File: src/rtl/cm_chan_gen_if.sv
// Channel generator bus: per-lane sample/interference/coefficient inputs,
// complex results, timestamp tag and status.
interface cm_chan_gen_if #(
   parameter int NCH = 3,
   parameter int W   = 16
);
   logic               in_valid;
   logic [NCH*W-1:0]   din;
   logic [NCH*W-1:0]   int_real;
   logic [NCH*W-1:0]   int_img;
   logic [NCH*W-1:0]   coef_real;
   logic [NCH*W-1:0]   coef_img;
   logic               scen_ch;
   logic [W-1:0]       ts_inc;
   logic [NCH*W-1:0]   out_real;
   logic [NCH*W-1:0]   out_img;
   logic               out_valid;
   logic [W-1:0]       ts_out;
   logic [7:0]         scen_cnt;
   logic               sat_flag;

   modport slave (
      input  in_valid, din, int_real, int_img, coef_real, coef_img, scen_ch, ts_inc,
      output out_real, out_img, out_valid, ts_out, scen_cnt, sat_flag
   );

   modport master (
      output in_valid, din, int_real, int_img, coef_real, coef_img, scen_ch, ts_inc,
      input  out_real, out_img, out_valid, ts_out, scen_cnt, sat_flag
   );
endinterface

File: src/rtl/cm_chan_gen.sv
// Multi-channel complex gain + interference generator, fixed 2-cycle latency.
// Define CM_SAT_EN to clamp results and report sticky saturation; default wraps.
module cm_chan_gen #(
   parameter int NCH  = 3,
   parameter int W    = 16,
   parameter int FRAC = 14
) (
   input  logic          CLK,
   input  logic          reset,
   cm_chan_gen_if.slave  bus
);
   localparam int PW = 2 * W;
   localparam int SW = W + 2;
`ifdef CM_SAT_EN
   localparam bit SAT_EN = 1'b1;
`else
   localparam bit SAT_EN = 1'b0;
`endif
   localparam logic [W-1:0] UNITY = W'(1) << FRAC;
   localparam logic [W-1:0] SMAX  = {1'b0, {(W-1){1'b1}}};
   localparam logic [W-1:0] SMIN  = {1'b1, {(W-1){1'b0}}};

   logic [NCH-1:0][W-1:0]  coef_re_q, coef_im_q;
   logic [W-1:0]           acc_q, acc_d, tag;
   logic [7:0]             scen_cnt_q;
   logic [2:1]             vld_pipe_q;
   logic                   sat_q, sat_d;

   logic [NCH-1:0][PW-1:0] prod_re, prod_im, prod_re_q, prod_im_q;
   logic [NCH-1:0][W-1:0]  int_re_q, int_im_q;
   logic [W-1:0]           ts1_q, ts_out_q;
   logic [NCH-1:0][W-1:0]  nar_re, nar_im, out_re_q, out_im_q;
   logic [NCH-1:0]         clp_re, clp_im;

   for (genvar k = 0; k < NCH; k++) begin : g_lane
      logic signed [SW-1:0] sum_re, sum_im;

      // Products use the coefficients active before any same-cycle scen_ch load.
      assign prod_re[k] = PW'($signed(bus.din[k*W +: W])) * PW'($signed(coef_re_q[k]));
      assign prod_im[k] = PW'($signed(bus.din[k*W +: W])) * PW'($signed(coef_im_q[k]));

      assign sum_re = SW'($signed(prod_re_q[k]) >>> FRAC) + SW'($signed(int_re_q[k]));
      assign sum_im = SW'($signed(prod_im_q[k]) >>> FRAC) + SW'($signed(int_im_q[k]));

      // Sum fits in W bits only when its top three bits agree.
      assign clp_re[k] = SAT_EN && (sum_re[SW-1:W-1] != {(SW-W+1){sum_re[SW-1]}});
      assign clp_im[k] = SAT_EN && (sum_im[SW-1:W-1] != {(SW-W+1){sum_im[SW-1]}});

      assign nar_re[k] = clp_re[k] ? (sum_re[SW-1] ? SMIN : SMAX) : sum_re[W-1:0];
      assign nar_im[k] = clp_im[k] ? (sum_im[SW-1] ? SMIN : SMAX) : sum_im[W-1:0];
   end

   always_comb begin
      tag   = acc_q + bus.ts_inc;
      acc_d = acc_q;
      if (bus.scen_ch)       acc_d = '0;
      else if (bus.in_valid) acc_d = tag;
      sat_d = sat_q | (vld_pipe_q[1] & (|{clp_re, clp_im}));
   end

   always_ff @(posedge CLK or negedge reset) begin
      if (!reset) begin
         vld_pipe_q <= '0;
         acc_q      <= '0;
         scen_cnt_q <= '0;
         sat_q      <= 1'b0;
         coef_re_q  <= {NCH{UNITY}};
         coef_im_q  <= '0;
         prod_re_q  <= '0;
         prod_im_q  <= '0;
         int_re_q   <= '0;
         int_im_q   <= '0;
         ts1_q      <= '0;
         ts_out_q   <= '0;
         out_re_q   <= '0;
         out_im_q   <= '0;
      end else begin
         vld_pipe_q <= {vld_pipe_q[1], bus.in_valid};
         acc_q      <= acc_d;
         sat_q      <= sat_d;
         if (bus.scen_ch) begin
            coef_re_q  <= bus.coef_real;
            coef_im_q  <= bus.coef_img;
            scen_cnt_q <= scen_cnt_q + 8'd1;
         end
         if (bus.in_valid) begin
            prod_re_q <= prod_re;
            prod_im_q <= prod_im;
            int_re_q  <= bus.int_real;
            int_im_q  <= bus.int_img;
            ts1_q     <= tag;
         end
         // Outputs hold through bubbles.
         if (vld_pipe_q[1]) begin
            out_re_q <= nar_re;
            out_im_q <= nar_im;
            ts_out_q <= ts1_q;
         end
      end
   end

   assign bus.out_real  = out_re_q;
   assign bus.out_img   = out_im_q;
   assign bus.out_valid = vld_pipe_q[2];
   assign bus.ts_out    = ts_out_q;
   assign bus.scen_cnt  = scen_cnt_q;
   assign bus.sat_flag  = sat_q;
endmodule

File: src/flat_wrapper.sv
// flat-port wrapper written by rule: the top's interface ports become plain ports
module cm_chan_gen_flat 
#(
   parameter int NCH  = 3,
   parameter int W    = 16,
   parameter int FRAC = 14
)
  (CLK, reset, bus_in_valid, bus_din, bus_int_real, bus_int_img, bus_coef_real, bus_coef_img, bus_scen_ch, bus_ts_inc, bus_out_real, bus_out_img, bus_out_valid, bus_ts_out, bus_scen_cnt, bus_sat_flag);
  cm_chan_gen_if #(.NCH(NCH), .W(W)) bus_i ();
  input  logic CLK;
  input  logic reset;
  input wire logic [$bits(bus_i.in_valid)-1:0] bus_in_valid;
  input wire logic [$bits(bus_i.din)-1:0] bus_din;
  input wire logic [$bits(bus_i.int_real)-1:0] bus_int_real;
  input wire logic [$bits(bus_i.int_img)-1:0] bus_int_img;
  input wire logic [$bits(bus_i.coef_real)-1:0] bus_coef_real;
  input wire logic [$bits(bus_i.coef_img)-1:0] bus_coef_img;
  input wire logic [$bits(bus_i.scen_ch)-1:0] bus_scen_ch;
  input wire logic [$bits(bus_i.ts_inc)-1:0] bus_ts_inc;
  output wire logic [$bits(bus_i.out_real)-1:0] bus_out_real;
  output wire logic [$bits(bus_i.out_img)-1:0] bus_out_img;
  output wire logic [$bits(bus_i.out_valid)-1:0] bus_out_valid;
  output wire logic [$bits(bus_i.ts_out)-1:0] bus_ts_out;
  output wire logic [$bits(bus_i.scen_cnt)-1:0] bus_scen_cnt;
  output wire logic [$bits(bus_i.sat_flag)-1:0] bus_sat_flag;
  assign bus_i.in_valid = bus_in_valid;
  assign bus_i.din = bus_din;
  assign bus_i.int_real = bus_int_real;
  assign bus_i.int_img = bus_int_img;
  assign bus_i.coef_real = bus_coef_real;
  assign bus_i.coef_img = bus_coef_img;
  assign bus_i.scen_ch = bus_scen_ch;
  assign bus_i.ts_inc = bus_ts_inc;
  assign bus_out_real = bus_i.out_real;
  assign bus_out_img = bus_i.out_img;
  assign bus_out_valid = bus_i.out_valid;
  assign bus_ts_out = bus_i.ts_out;
  assign bus_scen_cnt = bus_i.scen_cnt;
  assign bus_sat_flag = bus_i.sat_flag;
  cm_chan_gen #(.NCH(NCH), .W(W), .FRAC(FRAC)) u_core (.CLK(CLK), .reset(reset), .bus(bus_i));
endmodule
File: config.mk
export PLATFORM = sky130hd
export DESIGN_NAME = cm_chan_gen_flat
export DESIGN_NICKNAME = d
export VERILOG_FILES = /design/src/rtl/cm_chan_gen_if.sv /design/src/rtl/cm_chan_gen.sv /design/src/flat_wrapper.sv
export SDC_FILE = /design/constraint.sdc
export NUM_CORES = 2
export LEC_CHECK = 0
export BUFFER_PORTS_ARGS = -buffer_cell sky130_fd_sc_hd__clkbuf_2
export CORE_MARGIN = 1
export CORE_UTILIZATION = 37
export DETAILED_ROUTE_END_ITERATION = 16
export HOLD_SLACK_MARGIN = 0.02
export PLACE_DENSITY = 0.59
export SLEW_MARGIN = 20
export SYNTH_ARGS = -nofsm -noshare
export SYNTH_HDL_FRONTEND = slang
export SYNTH_SLANG_ARGS = --single-unit
File: constraint.sdc
create_clock -name CLK -period 17 [get_ports CLK]
set_clock_uncertainty 0.15 [all_clocks]
set_input_delay 1.7 -clock CLK [delete_from_list [all_inputs] [get_ports CLK]]
set_output_delay 1.7 -clock CLK [all_outputs]
set_load 0.01 [all_outputs]
[Word level (Yosys, flattened, before mapping)]
Cells that the tools add are included.
Operators by class
  add/subtract/negate cells: 8
  $mul: 6
  muxes and demuxes: 2
  reductions and logical operators: 1
Operators with widths (count)
  16-bit by 16-bit multiplier with 30-bit output: 6
  16-bit adder: 7
  16-bit 2-to-1 mux: 2
  8-bit by 1-bit adder with 8-bit output (second input constant): 1
  2-bit nonzero test: 1
Storage, ports and cells
  flip-flop bits (word level): 526
  input port bits: 260

[Logic depth before layout (Yosys ltp)]
  depth after elaboration: 3
  mapped depth: 27

[Worst setup path after synthesis]
OpenSTA, ideal clock, no wires.
  path kind: in2reg
  start: input bus_din[31]
  end: register u_core.prod_im_q[61] (netlist name)
  data arrival time: 7442 ps
  data required time: 16713 ps
  path slack: 9271 ps
  cell stages on the path: 23
  path buffers: 2
  cells stage by stage: clkbuf_1 clkbuf_1 nand2_1 fa_1 inv_1 fa_1 fa_1 fa_1 fa_1 inv_1 fa_1 inv_1 ha_1 a21o_1 a21o_1 a21o_1 a21oi_1 nor2b_1 a211oi_2 o21ai_1 a21oi_1 xnor2_1 a21oi_1
On the way
  word-level cells in the longest chain between the ends: 1
RTL lines
  start: declaration: RTL line flat_wrapper.sv:13  | input wire logic [$bits(bus_i.din)-1:0] bus_din;
  16-bit by 16-bit multiplier with 30-bit output: RTL line cm_chan_gen.sv:40  | assign prod_im[k] = PW'($signed(bus.din[k*W +: W])) * PW'($signed(coef_im_q[k]));
  end signal: assignment: RTL line cm_chan_gen.sv:88  | prod_im_q <= prod_im;
  end: declaration: RTL line cm_chan_gen.sv:29  | logic [NCH-1:0][PW-1:0] prod_re, prod_im, prod_re_q, prod_im_q;
Every way passes these cells.
A chain may end at the register's enable or synchronous reset.

[Worst setup path in the final report]
  start: input bus_din[41]
  end: register u_core.prod_im_q[93] (netlist name)
The elaborated chain is that of the path after synthesis.

==> results summary <==
The flow ran to the end, but the final reports show violations. The final reports fail on DRC. The relative slew slack came out at 34.5%. After routing the design area is 0.0812 mm2. The minimum setup slack among reg-to-reg paths is 9.76 ns. Summing all placed instances gives a cell area of 0.0788 mm2. The starting density of the core came out at 37.3%.

The element type at the critical path end is a flip-flop. In this run the worst hold path is classified as reg -> reg. The HPWL after detailed placement is 155 mm. The count of endpoints failing hold in the final timing report is 0.

CTS built an H-tree with a depth of 2. The slew at the pin closest to its max-slew limit is 0.982 ns. Counting every net in the synthesized netlist gives 9915. The worst setup path is launched from a primary input. Setup repair after global routing left no endpoint under its margin. The worst hold path begins at u_core.bus.scen_cnt[7]. The count of vias placed by the detailed router came out at 51100.

Cells with a size suffix above 1 make up 11.1% of the layout. The floorplan has 164 rows. The number of detailed-routing iterations run before antenna repair came out at 13. The number of flops mapped to enable cells by yosys is 0. The number of sinks on the clock net is 442. The floorplan step defined a die boundary enclosing 0.203 mm2.

The placeable core region came out at 0.200 mm2. The per-instance average area after synthesis came out at 9.80 um2. The part of the Yosys area used for sequential elements came out at 14.9%.

The synthesized netlist occupies a cell area of 0.0745 mm2. The total of max-cap violations came out at 0. TritonCTS built the clock tree. The clock latency reported for the late side of the worst-skew pair is 0.73 ns. The final setup violation count is 0. The worst setup path is of the in -> reg kind.

The number of cells upsized or downsized after cts came out at 0. For this run, the top clock speed supported by timing is 123 MHz. The die span in y is 451 um. The horizontal die dimension came out at 451 um.

The cell chosen for the clock root is sky130_fd_sc_hd__clkbuf_16. The total wirelength of the detailed-routed design is 200 mm. The number of buffers inserted for hold repair after clock tree synthesis is 0.

Once layout is complete, the utilization of the core stands at 40.6%. In this run the remaining antenna-violating nets after routing total 0. The number of primary I/O pins is 382.

The number of antenna violations at the first check in global routing was 18. The post-synthesis to final-layout area growth is 8.95%. The number of warnings reported in the yosys synthesis log came out at 0. The detailed router finished its first iteration with 2421 violations. The total negative setup slack came out at 0 ns. The maximum fanout count along the critical path is 32. The number of cells produced by synthesis is 7604. Among all flip-flop cells after synthesis, the most frequent one is sky130_fd_sc_hd__dfrtp_1. TritonCTS created 61 clock buffers.

Entering global routing, the biggest net connects 87 pins. The final-stage net count is 10100. The launch instance of the worst register-to-register path is u_core.coef_im_q[33].

After detailed routing, the number of remaining DRC violations is 20. At the worst endpoint, the arrival time is 8.54 ns. The count of buffers added by post-CTS timing repair for setup is 0. The aggregate global routing overflow is 0. The final max-slew violation count is 0. In this run the tool buffered the top-level ports with 380 buffer cells. The via count of the first global-routing pass came to 56700. The terminating pin of the worst hold path is u_core.bus.scen_cnt[7]. Synthesis inferred 442 register bits. The average routed wire per standard cell came out at 19.0 um. The combined global-route utilization of all metal layers is 20.4%.

Along the worst hold path, the cell count comes to 1. The portion of the clock cycle consumed by the worst path in the final layout is 47.8%. Data on the critical path is required at its endpoint by 17.42 ns. The cell count after placement is 10400. In this run the critical register-to-register path is captured at u_core.prod_im_q[93]. Yosys mapped the design onto 77 distinct sky130hd cell types. The maximum buffer depth of the clock tree is 3. In the routed layout, each cell is associated on average with a via count of 4.87. The first-pass GRT wire length came out at 324 mm. The clock-pin slew on the worst setup and hold paths is 0.06 ns.

The global placer's final weighted congestion is 0.859. The clock period could shrink to 8.12 ns. The final non-filler cell total came out at 10500. For the worst flop-to-flop path, the logic depth is 21. The share of synthesized registers carrying an async set or reset came out at 100%.
==> registers in the layout, indices dropped and copies added, names as in the netlist <==
signal,flops
u_core.ts1_q,16
u_core.int_re_q,48
u_core.bus.scen_cnt,8
u_core.bus.ts_out,16
u_core.prod_re_q,48
u_core.vld_pipe_q,2
u_core.bus.out_real,48
u_core.bus.out_img,48
u_core.coef_im_q,48
u_core.coef_re_q,48
u_core.prod_im_q,48
u_core.int_im_q,48
u_core.acc_q,16
==> through the flow <==
stage / hold slack, ns / setup WS, ns
floorplan: 0.202 / 9.27
global placement: 0.311 / 8.04
detailed placement: 0.320 / 8.11
CTS: 0.328 / 8.90
global route: 0.348 / 8.53
finish: 0.324 / 8.88
==> how the worst max path moves through the flow <==
stage                start                   end  cells past startpoint
3_5_place_dp   bus_din[41]  u_core.prod_im_q[93]                     23
6_report       bus_din[41]  u_core.prod_im_q[93]                     23
3_3_place_gp   bus_din[41]  u_core.prod_im_q[93]                     23
2_1_floorplan  bus_din[31]  u_core.prod_im_q[61]                     23
5_1_grt        bus_din[41]  u_core.prod_im_q[93]                     23
4_1_cts        bus_din[41]  u_core.prod_im_q[93]                     23
==> Yosys cell counts, drive strengths merged, types with 8 or more instances <==
| master | n | area share (%) |
|---|---|---|
| fa | 1489 | 40 |
| nand2 | 855 | 4.3 |
| a211oi | 21 | 0.23 |
| a21o | 49 | 0.49 |
| o2bb2ai | 12 | 0.15 |
| o31ai | 27 | 0.28 |
| and2 | 729 | 6.1 |
| o21bai | 15 | 0.16 |
| o21ai | 111 | 0.76 |
| o21a | 25 | 0.25 |
| or3 | 15 | 0.13 |
| xnor2 | 186 | 2.2 |
| a21oi | 156 | 1.1 |
| nor2b | 27 | 0.23 |
| nand3 | 39 | 0.26 |
| ha | 562 | 9.4 |
| mux2i | 10 | 0.13 |
| and3 | 16 | 0.13 |
| clkbuf | 298 | 1.5 |
| o211ai | 9 | 0.091 |
| mux2 | 310 | 4.7 |
| a31o | 9 | 0.11 |
| a31oi | 11 | 0.092 |
| xor2 | 70 | 0.82 |
| nand2b | 50 | 0.42 |
| buf | 8 | 0.045 |
| nor3 | 60 | 0.40 |
| a2111oi | 12 | 0.23 |
| nand4 | 14 | 0.12 |
| nor2 | 160 | 0.81 |
| dfrtp | 439 | 15 |
| inv | 1751 | 8.8 |
==> cells in the final DEF, fill, tap and decap left out, types with 103 or more instances in the layout <==
| cell | netlist | final |
|---|---|---|
| sky130_fd_sc_hd__a21oi_1 | 153 | 153 |
| sky130_fd_sc_hd__and2_1 | 729 | 729 |
| sky130_fd_sc_hd__clkbuf_2 | 0 | 377 |
| sky130_fd_sc_hd__dfrtp_1 | 439 | 438 |
| sky130_fd_sc_hd__fa_1 | 1489 | 1489 |
| sky130_fd_sc_hd__ha_1 | 562 | 562 |
| sky130_fd_sc_hd__inv_1 | 1751 | 1749 |
| sky130_fd_sc_hd__mux2_2 | 310 | 310 |
| sky130_fd_sc_hd__nand2_1 | 855 | 855 |
| sky130_fd_sc_hd__nor2_1 | 160 | 160 |
| sky130_fd_sc_hd__o21ai_0 | 103 | 103 |
| sky130_fd_sc_hd__xnor2_1 | 186 | 186 |
==> kinds of logic (layout without fill, tap and decap cells) <==
| group | Yosys count | count (layout) | synth area share [%] |
|---|---|---|---|
| AO/OA/AOI/OAI | 495 | 495 | 4.40 |
| XOR/XNOR | 256 | 256 | 3.01 |
| adder cells (fa/ha/maj) | 2051 | 2051 | 49.5 |
| buffers and inverters | 2059 | 2279 | 10.4 |
| flip-flops | 442 | 442 | 14.9 |
| multiplexers | 320 | 320 | 4.82 |
| other | 1 | 14 | 0.00503 |
| AND/OR/NAND/NOR | 1980 | 1980 | 13.1 |
==> critical path, stage by stage <==
cell	delay, ns
sky130_fd_sc_hd__clkbuf_2	0.49
sky130_fd_sc_hd__and2_1	0.37
sky130_fd_sc_hd__fa_1	0.54
sky130_fd_sc_hd__inv_1	0.05
sky130_fd_sc_hd__fa_1	0.46
sky130_fd_sc_hd__fa_1	0.52
sky130_fd_sc_hd__inv_1	0.06
sky130_fd_sc_hd__fa_1	0.50
sky130_fd_sc_hd__fa_1	0.49
sky130_fd_sc_hd__inv_1	0.05
sky130_fd_sc_hd__fa_1	0.47
sky130_fd_sc_hd__inv_1	0.04
sky130_fd_sc_hd__ha_1	0.28
sky130_fd_sc_hd__a211oi_1	0.22
sky130_fd_sc_hd__o21ai_0	0.19
sky130_fd_sc_hd__a2111oi_2	0.56
sky130_fd_sc_hd__o32ai_2	0.24
sky130_fd_sc_hd__a31oi_1	0.46
sky130_fd_sc_hd__a211o_1	0.27
sky130_fd_sc_hd__o211ai_1	0.15
sky130_fd_sc_hd__a21oi_1	0.19
sky130_fd_sc_hd__xnor2_1	0.14
sky130_fd_sc_hd__a21oi_1	0.09
==> cell type report <==
cell class | count | area [um2]
Clock buffer | 72 | 1620
Inverter | 1753 | 6580
Clock inverter | 43 | 663
Sequential cell | 442 | 11100
Tap cell | 2656 | 3320
Fill cell | 19700 | 119000
Multi-Input combinational cell | 5103 | 55700
Timing Repair Buffer | 411 | 2180
Antenna cell | 13 | 32.5
==> metal layers <==
| layer | GRT usage (%) | part of all wire [%] | vias up |
|---|---|---|---|
| met5 | 0 | 0.028 | - |
| met4 | 7.86 | 4.2 | 10 |
| met3 | 2.40 | 4.2 | 272 |
| met2 | 35.9 | 51 | 1051 |
| met1 | 25.6 | 41 | 26700 |
| li1 | - | - | 23000 |
Power is not shown: default switching activity piles up to over one toggle a cycle in this logic, so the estimate is an artifact.
